### config.mk
export PLATFORM = sky130hd
export DESIGN_NAME = pipe_stall_controller
export DESIGN_NICKNAME = d
export VERILOG_FILES = /design/src/rtl/pipe_hazard_pkg.sv /design/src/rtl/hazard_match.sv /design/src/rtl/pipe_stall_controller.sv
export SDC_FILE = /design/constraint.sdc
export NUM_CORES = 1
export LEC_CHECK = 0
export CORE_ASPECT_RATIO = 2
export CORE_UTILIZATION = 31
export CTS_CLUSTER_DIAMETER = 120
export DETAILED_ROUTE_END_ITERATION = 10
export SETUP_SLACK_MARGIN = 0.15
export SYNTH_ARGS = -nofsm -noshare
export SYNTH_HDL_FRONTEND = slang
export SYNTH_SLANG_ARGS = --single-unit
### constraint.sdc
create_clock -name clk -period 2.8 [get_ports clk]
set_input_delay 0.56 -clock clk [delete_from_list [all_inputs] [get_ports clk]]
set_output_delay 0.56 -clock clk [all_outputs]
set_load 0.1 [all_outputs]
### src/rtl/pipe_hazard_pkg.sv
// ============================================================================
// Module      : pipe_hazard_pkg
// Description : Shared types and constants for the pipeline stall controller.
//               Holds the controller state encoding, the "never hazards"
//               register number and the stall-length table.
// Revision    : 1.0 - initial release
// ============================================================================
`default_nettype none

package pipe_hazard_pkg;

    // Controller states.
    typedef enum logic [1:0] {
        RUN   = 2'd0,
        STALL = 2'd1,
        FLUSH = 2'd2
    } state_t;

    // Register 0 is hard-wired to zero, so it can never create a hazard.
    localparam int REG_ZERO   = 0;

    // Stall lengths in cycles.
    localparam int STALL_EX   = 2;  // producer in EX, no bypass network
    localparam int STALL_MEM  = 1;  // producer in MEM, no bypass network
    localparam int STALL_LOAD = 1;  // load-use with bypass network present

endpackage : pipe_hazard_pkg

`default_nettype wire

### src/rtl/hazard_match.sv
// ============================================================================
// Module      : hazard_match
// Description : Combinational compare of the ID-stage source registers against
//               the EX- and MEM-stage destination registers.
//   id_src1, id_src2 : ID source register numbers
//   id_rd_act        : ID instruction actually reads its sources
//   ex_dest, ex_wr   : EX destination register and its write enable
//   mem_dest, mem_wr : MEM destination register and its write enable
//   hit_ex           : a live ID source matches the EX destination
//   hit_mem          : a live ID source matches the MEM destination
// Revision    : 1.0 - initial release
// ============================================================================
`default_nettype none

module hazard_match
    import pipe_hazard_pkg::*;
#(
    parameter int REG_W = 4
) (
    input  logic [REG_W-1:0] id_src1,
    input  logic [REG_W-1:0] id_src2,
    input  logic             id_rd_act,
    input  logic [REG_W-1:0] ex_dest,
    input  logic             ex_wr,
    input  logic [REG_W-1:0] mem_dest,
    input  logic             mem_wr,
    output logic             hit_ex,
    output logic             hit_mem
);

    localparam logic [REG_W-1:0] C_ZERO = REG_W'(REG_ZERO);

    logic w_src1Live;
    logic w_src2Live;

    // A source only matters if the instruction reads it and it is not r0.
    assign w_src1Live = id_rd_act && (id_src1 != C_ZERO);
    assign w_src2Live = id_rd_act && (id_src2 != C_ZERO);

    assign hit_ex  = ex_wr  && ((w_src1Live && (id_src1 == ex_dest)) ||
                                (w_src2Live && (id_src2 == ex_dest)));
    assign hit_mem = mem_wr && ((w_src1Live && (id_src1 == mem_dest)) ||
                                (w_src2Live && (id_src2 == mem_dest)));

endmodule : hazard_match

`default_nettype wire

### src/rtl/pipe_stall_controller.sv
// ============================================================================
// Module      : pipe_stall_controller
// Description : Hold/bubble/flush sequencer for the 5-stage pipeline. Detects
//               RAW hazards between ID sources and EX/MEM destinations, holds
//               PC and IF/ID for the required number of cycles, and squashes
//               IF/ID and ID/EX on a taken branch.
//   Inputs : clk, rst_n (async, active low), id_src1/2, id_rd_act, ex_dest,
//            ex_wr, ex_is_load, mem_dest, mem_wr, br_taken, perf_clr
//   Outputs: pc_we, ifid_we, idex_bubble, ifid_flush, stall_cycles
//   Build option: FORWARDING_EN - a bypass network exists, so only a load-use
//            hit on EX stalls (one cycle); otherwise the full stall table is used.
// Revision    : 1.0 - initial release
// ============================================================================
`default_nettype none

module pipe_stall_controller
    import pipe_hazard_pkg::*;
#(
    parameter int REG_W  = 4,
    parameter int CNT_W  = 2,
    parameter int PERF_W = 16
) (
    input  logic              clk,
    input  logic              rst_n,
    input  logic [REG_W-1:0]  id_src1,
    input  logic [REG_W-1:0]  id_src2,
    input  logic              id_rd_act,
    input  logic [REG_W-1:0]  ex_dest,
    input  logic              ex_wr,
    input  logic              ex_is_load,
    input  logic [REG_W-1:0]  mem_dest,
    input  logic              mem_wr,
    input  logic              br_taken,
    input  logic              perf_clr,
    output logic              pc_we,
    output logic              ifid_we,
    output logic              idex_bubble,
    output logic              ifid_flush,
    output logic [PERF_W-1:0] stall_cycles
);

    state_t              r_state;
    state_t              w_nextState;
    logic [CNT_W-1:0]    r_cnt;
    logic [CNT_W-1:0]    w_nextCnt;
    logic [CNT_W-1:0]    w_need;
    logic [CNT_W-1:0]    w_needRem;
    logic [PERF_W-1:0]   r_stallCycles;
    logic                w_hitEx;
    logic                w_hitMem;

    hazard_match #(
        .REG_W (REG_W)
    ) u_hazard_match (
        .id_src1   (id_src1),
        .id_src2   (id_src2),
        .id_rd_act (id_rd_act),
        .ex_dest   (ex_dest),
        .ex_wr     (ex_wr),
        .mem_dest  (mem_dest),
        .mem_wr    (mem_wr),
        .hit_ex    (w_hitEx),
        .hit_mem   (w_hitMem)
    );

`ifdef FORWARDING_EN
    // Bypass covers everything except a load whose data is not back yet.
    logic w_unused_mem;
    assign w_unused_mem = w_hitMem;
    assign w_need = (w_hitEx && ex_is_load) ? CNT_W'(STALL_LOAD) : '0;
`else
    // No bypass: wait until the producer has reached WB (written first half).
    logic w_unused_load;
    assign w_unused_load = ex_is_load;
    assign w_need = w_hitEx  ? CNT_W'(STALL_EX)  :
                    w_hitMem ? CNT_W'(STALL_MEM) : '0;
`endif

    // Cycles still to hold after the detecting cycle itself.
    assign w_needRem = w_need - CNT_W'(1);

    always_ff @(posedge clk or negedge rst_n) begin
        if (!rst_n) begin
            r_state <= RUN;
            r_cnt   <= '0;
        end else begin
            r_state <= w_nextState;
            r_cnt   <= w_nextCnt;
        end
    end

    always_comb begin
        w_nextState = r_state;
        w_nextCnt   = r_cnt;
        pc_we       = 1'b1;
        ifid_we     = 1'b1;
        idex_bubble = 1'b0;
        ifid_flush  = 1'b0;

        case (r_state)
            RUN: begin
                if (br_taken) begin
                    // Branch wins: the hazarding ID instruction is squashed anyway.
                    ifid_flush  = 1'b1;
                    idex_bubble = 1'b1;
                    w_nextState = FLUSH;
                end else if (w_need != '0) begin
                    pc_we       = 1'b0;
                    ifid_we     = 1'b0;
                    idex_bubble = 1'b1;
                    w_nextCnt   = w_needRem;
                    w_nextState = (w_needRem != '0) ? STALL : RUN;
                end
            end
            STALL: begin
                // Hazard inputs are not re-examined; the count alone decides.
                pc_we       = 1'b0;
                ifid_we     = 1'b0;
                idex_bubble = 1'b1;
                if (r_cnt <= CNT_W'(1)) begin
                    w_nextCnt   = '0;
                    w_nextState = RUN;
                end else begin
                    w_nextCnt   = r_cnt - CNT_W'(1);
                end
            end
            FLUSH: begin
                // ID holds the squashed slot, so hazard detection is masked.
                w_nextState = RUN;
            end
            default: begin
                w_nextState = RUN;
                w_nextCnt   = '0;
            end
        endcase

        // Hold the pipeline quiet while reset is asserted.
        if (!rst_n) begin
            pc_we       = 1'b0;
            ifid_we     = 1'b0;
            idex_bubble = 1'b1;
            ifid_flush  = 1'b0;
        end
    end

    // Saturating count of held-PC cycles; clear has priority over increment.
    always_ff @(posedge clk or negedge rst_n) begin
        if (!rst_n) begin
            r_stallCycles <= '0;
        end else if (perf_clr) begin
            r_stallCycles <= '0;
        end else if (!pc_we && (r_stallCycles != {PERF_W{1'b1}})) begin
            r_stallCycles <= r_stallCycles + PERF_W'(1);
        end
    end

    assign stall_cycles = r_stallCycles;

    // EX holds a bubble while stalling, so a taken branch there is impossible.
    a_noBranchInStall: assert property (@(posedge clk) disable iff (!rst_n)
        !((r_state == STALL) && br_taken));

endmodule : pipe_stall_controller

`default_nettype wire

==> run_results.csv, run 1 <==
group,metric,value,unit
sta,rsz0062_at_grt,"false",
min_path,hold_path_class,"reg2reg",
synth,ys_top_cells_by_area,"dfrtp_1 (30%), mux2_1 (8.2%), xor2_1 (6.4%)",
sta,slew_headroom,0.6442,
job,maxCapViolations,0,
clocking,cts.root.buffer_cell,"clkbuf_8",
route,drt_iter0_drc,24,
synth,yosys_most_used_dff,"dfrtp_1",
die,dieArea,0.005641,mm^2
place,io_buffers,42,
sta,worst_pin_slew,529.8,ps
sta,skew,5.188,ps
layout,area_growth,42.35,%
die,die_w,53.61,um
place,routabilityCongestion,0.7463,
sta,worst_hold_slack,517.3,ps
pwr,clkPwrFrac,0.298,
route,vias,1555,
worst_setup_path,max_stage_delay,410,ps
pwr,p_leak,0.9950,nW
grt,antenna_found_initial,0,
place,dp.cells,289,
route,ant_nets,0,
place,dp_hpwl,3426,um
grt,grt_overflow,0,
clocking,holdBufCountCts,0,
synth,ys_ff_latch,20,
pwr,power.internal,525.3,uW
route,wl,4319,um
grt,grt_pass1_wl,6975,um
synth,yosys.cell_types.count,45,
layout,nNetsFinal,262,
clocking,clk_path_buf_depth,2,
sta,layout_min_cycle_time,2596,ps
pwr,cellPowerDensity,338.6,mW/mm^2
grt,grt_usage,0.1669,
worst_setup_path,worstPathMaxFanout,2,
layout,drive_gt1_frac,0.3644,
worst_setup_path,crit_path_start_kind,"primary input",
route,wire_per_inst,14.69,um
die,rows,37,
pwr,switchingPower,270.6,uW
worst_setup_path,r2r-end,"stall_cycles[13]$_DFFE_PN0P_",
worst_setup_path,critPathRequiredTime,2240,ps
synth,ys_top_cells_by_count,"dfrtp_1 (20), nor2_1 (18), nor2b_1 (14)",
sta,finalHoldViolations,0,
worst_setup_path,crit_chain,"clkdlybuf4s50_1 > nand2_2 > nor4_4 > a22o_2 > buf_4 > o21ai_4 > and2_4 > buf_12",
layout,stdcell_count,294,
clocking,cts_buffers,3,
sta,timing.fmax,385.2,MHz
route,drt_pass1_iterations,4,
grt,grt_pass1_vias,1519,
route,highest_layer,"met4",
min_path,worst_hold_path.num_cells,1,
pwr,power_frac_seq,0.410,
clocking,clk_latency,270,ps
synth,yosysTopAreaCell,"dfrtp_1",
route,avgViaCountPerCell,5.289,
die,initial_core_util,0.3214,
clocking,cts_tree,"done",
synth,synth-warning-count,0,
clocking,clock_sinks,20,
run_status,status,"complete, no violations",
synth,yosys.area.top_type_share,0.3030,
worst_setup_path,critical_path_class,"in2out",
synth,synth_area,0.001652,mm^2
worst_setup_path,timing.rr.start,"stall_cycles[0]$_DFFE_PN0P_",
synth,avgSynthCellArea,9.075,um^2
die,core-area,0.005139,mm^2
pwr,design_power_total,796.0,uW
worst_setup_path,r2r_cells,7,
sta,drv_slew,0,
route,drt-met1-wl,1462,um
pwr,peakVddDrop,0.2189,mV
route,drcViolationCount,0,
worst_setup_path,endpoint_kind,"primary output",
synth,yosysMostFrequentCell,"dfrtp_1",
clocking,h-tree-depth,1,
grt,grt_max_degree,32,
worst_setup_path,cp_data_arrival_time,2040,ps
synth,yosysSeqAreaShare,0.3030,
sta,min_period_over_period,0.9273,
worst_setup_path,r2r_slack,450,ps
die,ios,44,
route,wl_met2,2597,um
route,routed-wl-met3,145,um
layout,antenna_cells,0,
clocking,clk_pin_slew,80,ps
synth,postSynthNetCount,207,
synth,async_flop_share,1.000,
sta,setup_viol,0,
die,die_height,105.2,um
synth,synth_edf_count,0,
worst_setup_path,slowest_stage,"clkdlybuf4s50_1",
min_path,min_from,"r_cnt[0]$_DFFE_PN0P_",
synth,syn-instance-count,182,
pwr,p_comb_frac,0.292,
pwr,sw_frac_of_total,0.3400,
min_path,hold_path_end,"r_cnt[0]$_DFFE_PN0P_",
[cell usage in the layout (no fill, tap or decap), types with 3 or more instances in the layout]
master / count
mux2_1: 12
nor2_1: 17
a211oi_1: 3
inv_1: 3
a211oi_2: 5
dfrtp_1: 16
and3_1: 3
nand3_1: 6
clkdlybuf4s50_1: 4
a21oi_1: 6
nor2b_1: 14
nor4_1: 8
nand2_1: 11
clkbuf_8: 4
buf_12: 5
dfrtp_2: 4
xor2_1: 9
buf_4: 30
and2_1: 3
nor4_2: 3
nand2b_1: 4
xor2_2: 3
or2_2: 5
o21ai_1: 4
dlygate4sd2_1: 12
clkbuf_2: 3
[flip-flops by register name (all words and copies together), names as in the netlist]
signal	flops
r_state	2
stall_cycles	16
r_cnt	2
[routing by layer]
metal / GRT usage / vias to the layer above
li1: - / 757
met1: 0.1619 / 741
met2: 0.3286 / 49
met3: 0.01010 / 8
met4: 0.06955 / 0
met5: 0 / -
[area by class of cell]
type                            count  area [um^2]
Clock buffer                        4        55.05
Fill cell                         517         2788
Inverter                            3        11.26
Multi-Input combinational cell    151         1185
Sequential cell                    20        505.5
Tap cell                           58        72.57
Timing Repair Buffer               58        521.8
[worst max-delay path: cells and delay by family]
| family | cells | cell delay, ps |
|---|---|---|
| AO/OA/AOI/OAI | 2 | 370 |
| buffers and inverters | 3 | 730 |
| AND/OR/NAND/NOR | 3 | 370 |
[metrics by stage]
step                  util  worst slack [ps]  instance area [um^2]  setup TNS [ps]
floorplan                -             164.6                  1683               0
detailed placement  0.4356            -217.7                  2238           -1327
finish              0.4575             203.7                  2351               0
global route        0.4575             139.7                  2351               0
CTS                 0.4548             154.3                  2337               0
global placement    0.4356            -222.0                  2238           -1015
[worst max path at each step]
stage,from,endpoint,slack (ps),cells past startpoint
floorplan,id_src2[1],pc_we,160,7
global placement,id_src2[1],idex_bubble,-220,8
detailed placement,id_src2[1],idex_bubble,-220,8
CTS,ex_wr,idex_bubble,150,8
global route,ex_dest[3],pc_we,140,8
finish,ex_wr,pc_we,200,8
[repair_timing]
| action | 4_1_cts | 5_1_grt |
|---|---|---|
| setup endpoints to repair | 4 | 4 |
| resized for setup | 37 | 11 |
| setup buffers | 1 | 0 |
| pin swaps | 11 | 8 |
[logic make-up after synthesis]
| kind of cell | count (synthesis) | share of synthesized area |
|---|---|---|
| fa+ha+maj | 1 | 0.007575 |
| buf+inv | 11 | 0.03712 |
| compound gates | 29 | 0.1561 |
| simple gates | 94 | 0.3311 |
| xor+xnor | 12 | 0.06364 |
| flops | 20 | 0.3030 |
| mux | 15 | 0.1015 |
[power by group through the flow]
stage	registers (mW)	clock network, mW	logic, mW
2_1_floorplan	0.352	0	0.112
3_3_place_gp	0.332	0	0.229
3_5_place_dp	0.332	0	0.231
4_1_cts	0.326	0.245	0.232
5_1_grt	0.331	0.253	0.252
6_report	0.326	0.237	0.233
(Power assumes the default switching activity.)
==> run 2, diff against run 1 <==
--- a/config.mk
+++ b/config.mk
@@ -9,7 +9,7 @@
 export CORE_UTILIZATION = 31
 export CTS_CLUSTER_DIAMETER = 120
 export DETAILED_ROUTE_END_ITERATION = 10
-export SETUP_SLACK_MARGIN = 0.15
+export SETUP_SLACK_MARGIN = 0.05
 export SYNTH_ARGS = -nofsm -noshare
 export SYNTH_HDL_FRONTEND = slang
 export SYNTH_SLANG_ARGS = --single-unit
==> run 2 against run 1 <==
- global-route usage up 0.17 points
- die area unchanged
- hold slack worse by 12 ps
- clock skew down 3.1 ps
- final cell count unchanged
- clock-buffer cell count down 1
- core utilization down 0.24 points
- fmax down 2.8%
- via count up 0.71%
- register-to-register slack better by 50 ps
- sequential share of layout area about the same
- critical path type unchanged
- largest cell class unchanged
==> run_results.csv, run 2 (synthesis results as in run 1) <==
group,metric,value,unit
run_status,status,"complete, no violations",
sta,worst_hold_slack,505.4,ps
die,core-area,0.005139,mm^2
layout,n_fill_cell,501,
sta,setup_viol,0,
route,drt_pass1_iterations,4,
clocking,cts_tree,"done",
clocking,holdBufCountCts,0,
place,routabilityCongestion,0.7514,
sta,timing.fmax,374.4,MHz
layout,stdcell_count,294,
min_path,min_from,"r_cnt[0]$_DFFE_PN0P_",
die,dieArea,0.005641,mm^2
worst_setup_path,critPathRequiredTime,2240,ps
min_path,hold_path_end,"r_cnt[0]$_DFFE_PN0P_",
worst_setup_path,crit_path_start_kind,"primary input",
layout,antenna_cells,0,
min_path,worst_hold_path.num_cells,1,
sta,worst_pin_slew,517.7,ps
sta,layout_min_cycle_time,2671,ps
clocking,clock_sinks,20,
place,dp_hpwl,3424,um
grt,grt_pass1_wl,6989,um
place,dp.cells,289,
pwr,p_leak,1.027,nW
grt,grt_usage,0.1686,
clocking,clk_path_buf_depth,2,
place,io_buffers,42,
job,maxCapViolations,0,
sta,setup_tns,0,ps
min_path,hold_path_class,"reg2reg",
layout,multi_input_area,0.001149,mm^2
pwr,cellPowerDensity,364.7,mW/mm^2
route,ant_nets,0,
layout,drive_gt1_frac,0.3263,
pwr,peakVddDrop,0.2571,mV
grt,antenna_found_initial,0,
route,vias,1566,
die,die_w,53.61,um
clocking,cts.root.buffer_cell,"clkbuf_8",
clocking,h-tree-depth,1,
layout,largest_reg_flops,16,
place,placed_area,0.002223,mm^2
sta,drv_slew,0,
sta,min_period_over_period,0.9540,
die,rows,37,
grt,grt_overflow,0,
worst_setup_path,critical_path_class,"in2out",
route,wl,4368,um
sta,rsz0062_at_grt,"false",
worst_setup_path,cp_data_arrival_time,2110,ps
grt,grt_max_degree,32,
layout,final_area,0.002338,mm^2
worst_setup_path,worstPathMaxFanout,3,
die,die_height,105.2,um
die,ios,44,
worst_setup_path,r2r_cells,7,
sta,skew,2.042,ps
layout,nNetsFinal,262,
route,wire_per_inst,14.86,um
worst_setup_path,r2r_slack,500,ps
layout,area_growth,41.59,%
route,avgViaCountPerCell,5.327,
layout,final_common_cell,"buf_4",
place,dpl_worst_slack,-258.4,ps
clocking,clk_pin_slew,80,ps
route,drt_iter0_drc,24,
layout,mostFrequentLayoutCells,"buf_4 (32), dfrtp_1 (18), nor2_1 (17), nor2b_1 (14)",
die,initial_core_util,0.3214,
worst_setup_path,timing.rr.start,"stall_cycles[0]$_DFFE_PN0P_",
sta,worst_slack,128.8,ps
worst_setup_path,endpoint_kind,"primary output",
worst_setup_path,r2r-end,"stall_cycles[9]$_DFFE_PN0P_",
clocking,clk_latency,270,ps
clocking,cts_buffers,3,
grt,grt_pass1_vias,1568,
sta,slew_headroom,0.6522,
layout,regArea,503.0,um^2
sta,finalHoldViolations,0,
route,drcViolationCount,0,
-- run 2: how the worst max path moves through the flow --
stage / start / end / slack [ps] / depth (start not counted)
after floorplan: id_src2[1] / pc_we / 120 / 7
final: id_src2[3] / pc_we / 130 / 8
after detailed placement: id_src1[3] / idex_bubble / -260 / 8
after global placement: id_src1[3] / idex_bubble / -250 / 8
after CTS: mem_dest[0] / ifid_we / 60 / 8
after global routing: id_rd_act / ifid_we / 40 / 8
-- run 2: through the flow --
| stage | total power, mW | utilization |
|---|---|---|
| global placement | 0.5581 | 0.4327 |
| CTS | 0.8596 | 0.4502 |
| floorplan | 0.4618 | - |
| detailed placement | 0.5600 | 0.4327 |
| global route | 0.8898 | 0.4551 |
| finish | 0.8528 | 0.4551 |
-- run 2: final cells by class --
class	instances	share of cell area
flip-flops and latches	20	0.2151
inverters	3	0.004815
well taps	58	0.03103
repair buffers	58	0.2274
clock buffers	3	0.01766
clock inverters	1	0.01284
multi-input cells	151	0.4912
-- run 2: power breakdown --
part | leakage, nW | internal, mW | switching, mW | total, mW
Clock | 0.0357 | 0.191 | 0.108 | 0.299
Combinational | 0.721 | 0.0918 | 0.136 | 0.228
Sequential | 0.270 | 0.308 | 0.0172 | 0.326
-- run 2: worst max-delay path, cell delays in order --
cell and delay, ps:
dlygate4sd2_1 290, nor3_2 240, o21ai_1 110, a22o_2 260, buf_4 140, o21ai_4 140, and2_4 200, buf_12 170
-- run 2: routing by layer --
| layer | up-vias | track usage | wire length, um |
|---|---|---|---|
| li1 | 763 | - | - |
| met1 | 741 | 0.1601 | 1534 |
| met2 | 49 | 0.3304 | 2566 |
| met3 | 13 | 0.01010 | 103 |
| met4 | 0 | 0.08083 | 163 |
| met5 | - | 0 | 0 |
-- run 2: what timing repair did --
action / 4_1_cts / 5_1_grt
resized for setup: 21 / 10
setup buffers: 1 / 0
endpoints found under the hold margin: 0 / 0
pin swaps: 7 / 5
setup endpoints to repair: 3 / 5
==> run 3, diff against run 2 <==
--- a/config.mk
+++ b/config.mk
@@ -9,6 +9,7 @@
 export CORE_UTILIZATION = 31
 export CTS_CLUSTER_DIAMETER = 120
 export DETAILED_ROUTE_END_ITERATION = 10
+export HOLD_SLACK_MARGIN = 0.15
 export SETUP_SLACK_MARGIN = 0.05
 export SYNTH_ARGS = -nofsm -noshare
 export SYNTH_HDL_FRONTEND = slang
==> results of run 3 <==
Final layout, timing and power as in run 2 (identical DEF).
